File: src/rtl/boreal_pwm_capture_if.sv
// boreal_pwm_capture_if: PWM input and measurement outputs of boreal_pwm_capture.
`timescale 1ns/1ps
interface boreal_pwm_capture_if #(
   parameter int CNT_W = 16
);
   logic             pwm_in;
   logic [11:0]      duty_out;
   logic [CNT_W-1:0] high_cnt;
   logic [CNT_W-1:0] period_cnt;
   logic             meas_valid;
   logic             stuck_hi;
   logic             stuck_lo;
   modport master (input pwm_in, output duty_out, high_cnt, period_cnt, meas_valid, stuck_hi, stuck_lo);
   modport slave (output pwm_in, input duty_out, high_cnt, period_cnt, meas_valid, stuck_hi, stuck_lo);
endinterface

File: src/rtl/boreal_pwm_capture.sv
// boreal_pwm_capture: PWM high-time/period decoder with stuck-line detection.
// Define PWM_CAP_GLITCH_FILTER_EN to add a FILT_LEN-cycle stability filter on the synced input.
`timescale 1ns/1ps
module boreal_pwm_capture #(
   parameter int CNT_W       = 16,
   parameter int TIMEOUT_CYC = 8192,
   parameter int FILT_LEN    = 4
) (
   input logic                  clk,
   input logic                  rst_n,
   boreal_pwm_capture_if.master bus
);
   typedef enum logic [1:0] {SYNC, HIGH, LOW, STUCK} state_t;
   localparam logic [CNT_W-1:0] CNT_MAX = '1;
   localparam logic [CNT_W-1:0] TO_LAST = CNT_W'(TIMEOUT_CYC - 1);
   if (FILT_LEN < 1 || TIMEOUT_CYC <= 4096 || TIMEOUT_CYC >= 2**CNT_W || CNT_W < 12) begin : g_bad_param
      $error("boreal_pwm_capture: illegal parameter set");
   end
   state_t           state, state_nx;
   logic             s1, s2, lvl, lvl_d, rise, fall, armed, timeout;
   logic             publish, to_hi, to_lo, clr;
   logic [1:0]       pr;
   logic [CNT_W-1:0] cnt, hi_tmp;
   logic [CNT_W:0]   sum;
   always_ff @(posedge clk or negedge rst_n)
      if (!rst_n) begin
         s1    <= 1'b0;
         s2    <= 1'b0;
         lvl_d <= 1'b0;
         pr    <= '0;
         armed <= 1'b0;
      end else begin
         s1    <= bus.pwm_in;
         s2    <= s1;
         lvl_d <= lvl;
         pr    <= {pr[0], 1'b1};
         armed <= armed | (pr[1] & ~s2 & ~lvl);
      end
`ifdef PWM_CAP_GLITCH_FILTER_EN
   localparam int SW = $clog2(FILT_LEN + 1);
   localparam logic [SW-1:0] STAB_LAST = SW'(FILT_LEN - 1);
   logic [SW-1:0] stab;
   logic          filt;
   always_ff @(posedge clk or negedge rst_n)
      if (!rst_n) begin
         filt <= 1'b0;
         stab <= '0;
      end else if (s2 == filt) begin
         stab <= '0;
      end else if (stab == STAB_LAST) begin
         filt <= s2;
         stab <= '0;
      end else begin
         stab <= stab + SW'(1);
      end
   assign lvl = filt;
`else
   assign lvl = s2;
`endif
   assign rise    = lvl & ~lvl_d;
   assign fall    = ~lvl & lvl_d;
   assign timeout = (cnt == TO_LAST) & ~rise & ~fall;
   assign sum     = {1'b0, hi_tmp} + {1'b0, cnt};
   always_ff @(posedge clk or negedge rst_n)
      if (!rst_n) state <= SYNC;
      else state <= state_nx;
   // A rise in SYNC counts only once the line has been seen low with real synchronizer data,
   // so a line already high at reset release never yields a partial first period.
   always_comb begin
      state_nx = state;
      publish  = 1'b0;
      to_hi    = 1'b0;
      to_lo    = 1'b0;
      clr      = 1'b0;
      case (state)
         SYNC: begin
            if (rise && armed) state_nx = HIGH;
            else if (timeout) begin
               state_nx = STUCK;
               to_hi    = lvl;
               to_lo    = ~lvl;
            end
         end
         HIGH: begin
            if (fall) state_nx = LOW;
            else if (timeout) begin
               state_nx = STUCK;
               to_hi    = 1'b1;
            end
         end
         LOW: begin
            if (rise) begin
               state_nx = HIGH;
               publish  = 1'b1;
            end else if (timeout) begin
               state_nx = STUCK;
               to_lo    = 1'b1;
            end
         end
         default: begin
            state_nx = rise ? HIGH : fall ? SYNC : STUCK;
            clr      = rise | fall;
         end
      endcase
   end
   always_ff @(posedge clk or negedge rst_n)
      if (!rst_n) begin
         cnt            <= '0;
         hi_tmp         <= '0;
         bus.duty_out   <= '0;
         bus.high_cnt   <= '0;
         bus.period_cnt <= '0;
         bus.meas_valid <= 1'b0;
         bus.stuck_hi   <= 1'b0;
         bus.stuck_lo   <= 1'b0;
      end else begin
         bus.meas_valid <= publish | to_hi | to_lo;
         if (rise || fall) cnt <= CNT_W'(1);
         else if (state != STUCK) cnt <= (cnt == CNT_MAX) ? cnt : cnt + CNT_W'(1);
         if (fall) hi_tmp <= cnt;
         if (publish) begin
            bus.high_cnt   <= hi_tmp;
            bus.period_cnt <= sum[CNT_W] ? CNT_MAX : sum[CNT_W-1:0];
            bus.duty_out   <= (hi_tmp > CNT_W'(12'hFFF)) ? 12'hFFF : hi_tmp[11:0];
         end
         if (to_hi) begin
            bus.stuck_hi <= 1'b1;
            bus.duty_out <= 12'hFFF;
         end
         if (to_lo) begin
            bus.stuck_lo <= 1'b1;
            bus.duty_out <= 12'h000;
         end
         if (clr) begin
            bus.stuck_hi <= 1'b0;
            bus.stuck_lo <= 1'b0;
         end
      end
endmodule

File: src/flat_wrapper.sv
// flat-port wrapper written by rule: the top's interface ports become plain ports
module boreal_pwm_capture_flat 
#(
   parameter int CNT_W       = 16,
   parameter int TIMEOUT_CYC = 8192,
   parameter int FILT_LEN    = 4
)
  (clk, rst_n, bus_pwm_in, bus_duty_out, bus_high_cnt, bus_period_cnt, bus_meas_valid, bus_stuck_hi, bus_stuck_lo);
  boreal_pwm_capture_if #(.CNT_W(CNT_W)) bus_i ();
  input logic clk;
  input logic rst_n;
  input wire logic [$bits(bus_i.pwm_in)-1:0] bus_pwm_in;
  output wire logic [$bits(bus_i.duty_out)-1:0] bus_duty_out;
  output wire logic [$bits(bus_i.high_cnt)-1:0] bus_high_cnt;
  output wire logic [$bits(bus_i.period_cnt)-1:0] bus_period_cnt;
  output wire logic [$bits(bus_i.meas_valid)-1:0] bus_meas_valid;
  output wire logic [$bits(bus_i.stuck_hi)-1:0] bus_stuck_hi;
  output wire logic [$bits(bus_i.stuck_lo)-1:0] bus_stuck_lo;
  assign bus_i.pwm_in = bus_pwm_in;
  assign bus_duty_out = bus_i.duty_out;
  assign bus_high_cnt = bus_i.high_cnt;
  assign bus_period_cnt = bus_i.period_cnt;
  assign bus_meas_valid = bus_i.meas_valid;
  assign bus_stuck_hi = bus_i.stuck_hi;
  assign bus_stuck_lo = bus_i.stuck_lo;
  boreal_pwm_capture #(.CNT_W(CNT_W), .TIMEOUT_CYC(TIMEOUT_CYC), .FILT_LEN(FILT_LEN)) u_core (.clk(clk), .rst_n(rst_n), .bus(bus_i));
endmodule
File: config.mk
export PLATFORM = sky130hd
export DESIGN_NAME = boreal_pwm_capture_flat
export DESIGN_NICKNAME = d
export VERILOG_FILES = /design/src/rtl/boreal_pwm_capture_if.sv /design/src/rtl/boreal_pwm_capture.sv /design/src/flat_wrapper.sv
export SDC_FILE = /design/constraint.sdc
export NUM_CORES = 1
export LEC_CHECK = 0
export CAP_MARGIN = 20
export CORE_MARGIN = 5
export CORE_UTILIZATION = 60
export DETAILED_ROUTE_END_ITERATION = 10
export GPL_TIMING_DRIVEN = 0
export PLACE_DENSITY = 0.85
export RECOVER_POWER = 100
export SLEW_MARGIN = 20
export SYNTH_ARGS = -nofsm -noshare
export SYNTH_HDL_FRONTEND = slang
export SYNTH_SLANG_ARGS = --single-unit
export TNS_END_PERCENT = 1
File: constraint.sdc
create_clock -name clk -period 6.5 [get_ports clk]
set_input_delay 1.625 -clock clk [delete_from_list [all_inputs] [get_ports clk]]
set_output_delay 1.625 -clock clk [all_outputs]
set_load 0.02 [all_outputs]
; ---- Word-level counts from Yosys, hierarchy flattened
; Index checks and enable logic that the tools add are counted.
[word_totals]
wordCells = 77
register_bits = 87
inputBits = 3
output_inout_bits = 47
[op_classes]
n_bitwise = 14
mux = 31
add_sub_neg = 2
eq_ne = 6
reduce_logical = 9
magnitude_cmp = 1
[op_table]
columns = op, count
row1 = two-way mux 16 bit, 4
row2 = two-way mux 12 bit, 4
row3 = adder 16 x 16 -> 17 bit, 1
row4 = adder 16 x 1 -> 16 bit (second input constant), 1
row5 = == test 16 x 13 -> 1 bit (second input constant), 1
row6 = == test 16 bit (second input constant), 1
row7 = > comparator 16 x 12 -> 1 bit (second input constant), 1
row8 = two-way mux 1 bit, 14
row9 = two-way mux 2 bit, 6
row10 = bitwise AND 1 bit, 6
row11 = case mux 2 bit (3 select lines), 1
row12 = nonzero test 2 bit, 3
row13 = NOT 1 bit, 4
row14 = bitwise OR 1 bit, 4
row15 = case mux 1 bit (2 select lines), 2
row16 = nonzero test 3 bit, 1
row17 = OR reduction 3 bit, 1
row18 = == test 2 x 1 -> 1 bit (second input constant), 1
row19 = == test 2 bit (second input constant), 1
row20 = logical NOT 2 bit, 1
row21 = inequality test 2 x 1 -> 1 bit (second input constant), 1
row22 = inequality test 2 bit (second input constant), 1
row23 = AND reduction 2 bit, 1
row24 = logical AND 1 bit, 1
row25 = logical OR 1 bit, 1

; ---- Longest topological paths before layout
[depth]
word_depth = 10
mapped_depth = 10
mapped_depth_nobuf = 8

; ---- Least setup slack after synthesis
; OpenSTA, ideal clock, no wires.
[synth_timing]
path_type = register -> register
startpoint = register u_core.cnt[0]
endpoint = register u_core.bus.period_cnt[10]
slack_ns = 4.061
required_ns = 6.379
stages_incl_launch_ff = 10
t_arrival_ns = 2.318
path_buffers = 1
period_less_slack_ns = 2.439
setup_time_ns = 0.121
cell_sequence = dfrtp_1 -> ha_1 -> fa_1 -> a21o_2 -> a221o_1 -> nand3_2 -> o21ai_2 -> a31o_4 -> buf_6 -> o22a_1
[synth_between]
elab_chain_cells = 2
[synth_lines]
columns = item, line
row1 = start: declaration, boreal_pwm_capture.sv:23  ; logic [CNT_W-1:0] cnt, hi_tmp;
row2 = start signal: assignment, boreal_pwm_capture.sv:119  ; else if (state != STUCK) cnt <= (cnt == CNT_MAX) ? cnt : cnt + CNT_W'(1);
row3 = adder 16 x 16 -> 17 bit, boreal_pwm_capture.sv:63  ; assign sum = {1'b0, hi_tmp} + {1'b0, cnt};
row4 = two-way mux 16 bit, boreal_pwm_capture.sv:123  ; bus.period_cnt <= sum[CNT_W] ? CNT_MAX : sum[CNT_W-1:0];
row5 = end signal: assignment, boreal_pwm_capture.sv:123
row6 = end: declaration, boreal_pwm_capture_if.sv:13  ; modport master (input pwm_in, output duty_out, high_cnt, period_cnt, meas_valid, stuck_hi, stuck_lo);
; Every way passes these cells.
; A chain may end at the register's enable or synchronous reset.

; ---- Worst setup path in the final report
[layout_timing]
startpoint = register u_core.bus.period_cnt[4]
endpoint = output port bus_period_cnt[4]
[layout_lines]
columns = item, line
row1 = end: declaration, flat_wrapper.sv:15  ; output wire logic [$bits(bus_i.period_cnt)-1:0] bus_period_cnt;
; No word-level cell between the ends.

==> flow_summary.yaml <==
status:
  status: "finished, violations left"
  failed_checks: "capacitance limit, slew limit"
finish:
  num_antenna_cells: 0
  postLayoutCoreUtil: 0.738
  nNetsFinal: 467
  area_growth_pct: 18.3
  layout.cells.non_filler: 544
  layout-drive-gt1-share: 0.127
  stdcell_area_mm2: 0.00507
clocking:
  hold_buffers: 0
  root_buffer: "clkbuf_8"
  cts_buffers: 9
  cts_sinks: 87
  path_clk_slew_ns: 0.09
  cts_tree: "yes"
  htreeDepth: 3
  post_cts_buffers: 0
  clock_path_buffers: 2
  clock_latency_ns: 0.37
  ctsResizeCount: 0
routing:
  drt-total-wl_um: 9240
  drtAntennaViolNets: 0
  viasPerCell: 5.91
  wl_per_cell_um: 17.0
  drc: 0
  vias: 3216
  drt_iter0_markers: 110
  first_pass_iters: 4
floorplanning:
  die-area_mm2: 0.00893
  ios: 50
  coreArea_mm2: 0.00687
  die_w_um: 94.5
  initial_core_util: 0.624
  die_h_um: 94.5
  std_cell_rows: 30
placement:
  dp_hpwl_um: 6930
  placed_cell_area_mm2: 0.00492
  place_congestion: 0.936
  io_buffers: 49
  dp.cells: 528
power_and_ir_drop:
  p_comb_frac: 0.321
  p_seq_frac: 0.451
  power_density_mw_per_mm2: 308
  power_switching_mw: 0.539
  p_total_mw: 1.56
  internal-power_mw: 1.02
  total_leakage_power_nw: 2.56
  p_clk_frac: 0.228
  peakVddDrop_v: 0.000261
  swShare: 0.345
timing:
  finalSetupTns_ns: 0
  hold_viol_final: 0
  slew_violations: 36
  fin_skew_ns: 0.0174
  slew_headroom: -0.307
  rsz0062_at_grt: "no"
  setup_violations: 0
  worst_pin_slew_ns: 1.96
  fin_crit_sh: 0.469
  fmax_mhz: 328
  finalCriticalPeriod_ns: 3.05
critical_path:
  critPathLaunchType: "flop"
  max_stage_delay_ns: 0.69
  end_kind: "primary output"
  path_class: "flop to primary output"
  worst-path-buf-inv: 1
  path_cells: "dlygate4sd3_1"
  cpMaxStageDelayCell: "dlygate4sd3_1"
  r2r_start: "u_core.cnt[0]$_DFFE_PN0P_"
  cp.required_ns: 4.88
  crit_fanout: 2
  r2r_end: "u_core.bus.period_cnt[8]$_DFFE_PN0P_"
  path_delay_family: "buffers and inverters"
  reg2reg_slack_ns: 3.49
  arrival_ns: 1.42
  rr_worst_depth: 9
synth:
  syn_nets: 406
  synth.distinct_cells: 48
  synth.top_cell.area_share: 0.508
  syn_inst: 382
  ys_ff_latch: 87
  synth_top_area_cell: "dfrtp_1"
  yosysMostFrequentCell: "dfrtp_1"
  syn_avg_cell_area_um2: 11.2
  synth-edff-count: 0
  netlist_top_cells_count: "dfrtp_1 (87), mux2_2 (33), nand2_1 (28), nor2_1 (21)"
  seq_area_frac_synth: 0.508
  synth_warnings: 0
  synth_top_flop_cell: "dfrtp_1"
  postSynth.asyncResetShare: 1.00
  synth.area.top_cells: "dfrtp_1 (51%), mux2_2 (8.7%), ha_1 (5.8%)"
  syn_area_mm2: 0.00429
job:
  drv_cap: 1
global_routing:
  grt_usage: 0.229
  overflow: 0
  grt_pass1_vias: 3365
  grt_max_degree: 53
  grt_pass1_wl_um: 15900
  antenna_found_initial: 0
min_path:
  hold_class: "flop to flop"
  hold_depth: 0
  hp-start: "u_core.s1$_DFF_PN0_"
  holdPathEnd: "u_core.lvl$_DFF_PN0_"
-- stage by stage --
| stage | hold WS, ns | setup slack, ns |
|---|---|---|
| after global placement | 0.338 | 0.834 |
| after CTS | 0.360 | 3.49 |
| after floorplan | 0.331 | 4.06 |
| final | 0.354 | 3.45 |
| after detailed placement | 0.336 | 3.87 |
| after global routing | 0.376 | 3.08 |
-- layout by cell type, fill, tap and decap left out, types with 2 or more instances in the layout --
cell type | synthesis | routed
o21a_1 | 3 | 3
xnor2_1 | 17 | 17
mux2_2 | 33 | 32
nor2b_1 | 2 | 2
nand4_1 | 6 | 7
xor2_1 | 8 | 8
a21oi_1 | 17 | 17
o22a_1 | 15 | 15
a21o_1 | 7 | 7
nor3_1 | 4 | 4
inv_1 | 9 | 9
nand2_1 | 28 | 28
and3_1 | 5 | 5
a31oi_1 | 3 | 3
nand3_1 | 17 | 18
dlygate4sd3_1 | 0 | 48
clkinvlp_4 | 0 | 3
a21o_2 | 4 | 4
nor2_1 | 21 | 22
clkbuf_8 | 0 | 10
clkbuf_1 | 10 | 17
a211oi_1 | 7 | 7
mux2i_1 | 3 | 3
a221o_1 | 2 | 2
nand2b_1 | 5 | 5
ha_1 | 20 | 20
dfrtp_1 | 87 | 87
a211o_1 | 2 | 2
o21ai_0 | 20 | 22
-- metal layers --
layer	GRT usage	vias up	share of wire
met5	0	-	0
li1	-	1497	-
met1	0.282	1599	0.41
met4	0.115	0	0.027
met2	0.389	94	0.51
met3	0.0382	26	0.053
-- state kept, by name, summed over array words and instances, names as in the netlist --
name                   flops
u_core.bus.duty_out       12
u_core.bus.high_cnt       16
u_core.hi_tmp             16
u_core.bus.stuck_lo        1
u_core.bus.stuck_hi        1
u_core.pr                  2
u_core.state               2
u_core.cnt                16
u_core.s1                  1
u_core.armed               1
u_core.lvl                 1
u_core.bus.meas_valid      1
u_core.bus.period_cnt     16
u_core.lvl_d               1
-- power groups by stage --
stage	Clock [mW]	Sequential [mW]	Combinational, mW
2_1_floorplan	0	0.790	0.234
3_3_place_gp	0	0.715	0.519
3_5_place_dp	0	0.721	0.533
4_1_cts	0.365	0.710	0.537
5_1_grt	0.385	0.720	0.547
6_report	0.357	0.704	0.502
-- kinds of logic (layout without fill, tap and decap cells) --
group           Yosys count  after routing  share of synthesized area
xor+xnor                 25             25                     0.0511
other cells               1              1                   0.000875
simple gates             97             97                      0.112
compound gates           89             89                      0.144
buf+inv                  26             92                     0.0277
flops                    87             87                      0.508
fa+ha+maj                21             21                     0.0631
mux                      36             36                     0.0937
-- layout make-up --
class | count | area (µm²)
tap | 96 | 120
clock buffer | 10 | 138
sequential | 87 | 2180
inverter | 9 | 33.8
clock inverter | 6 | 51.3
multi-input combinational | 269 | 1970
timing repair buffer | 50 | 512
buffer | 17 | 65.1
fill | 487 | 1800
-- worst max-delay path by stage --
stage	start	end	slack [ns]	cells past startpoint
2_1_floorplan	u_core.cnt[0]$_DFFE_PN0P_	u_core.bus.period_cnt[10]$_DFFE_PN0P_	4.06	9
3_3_place_gp	rst_n	u_core.armed$_DFF_PN0_	0.83	1
3_5_place_dp	u_core.cnt[0]$_DFFE_PN0P_	u_core.bus.period_cnt[8]$_DFFE_PN0P_	3.87	9
4_1_cts	u_core.bus.period_cnt[4]$_DFFE_PN0P_	bus_period_cnt[4]	3.49	1
5_1_grt	rst_n	u_core.bus.high_cnt[0]$_DFFE_PN0P_	3.08	1
6_report	u_core.bus.period_cnt[4]$_DFFE_PN0P_	bus_period_cnt[4]	3.45	1
Power figures use the tool's default switching activity.
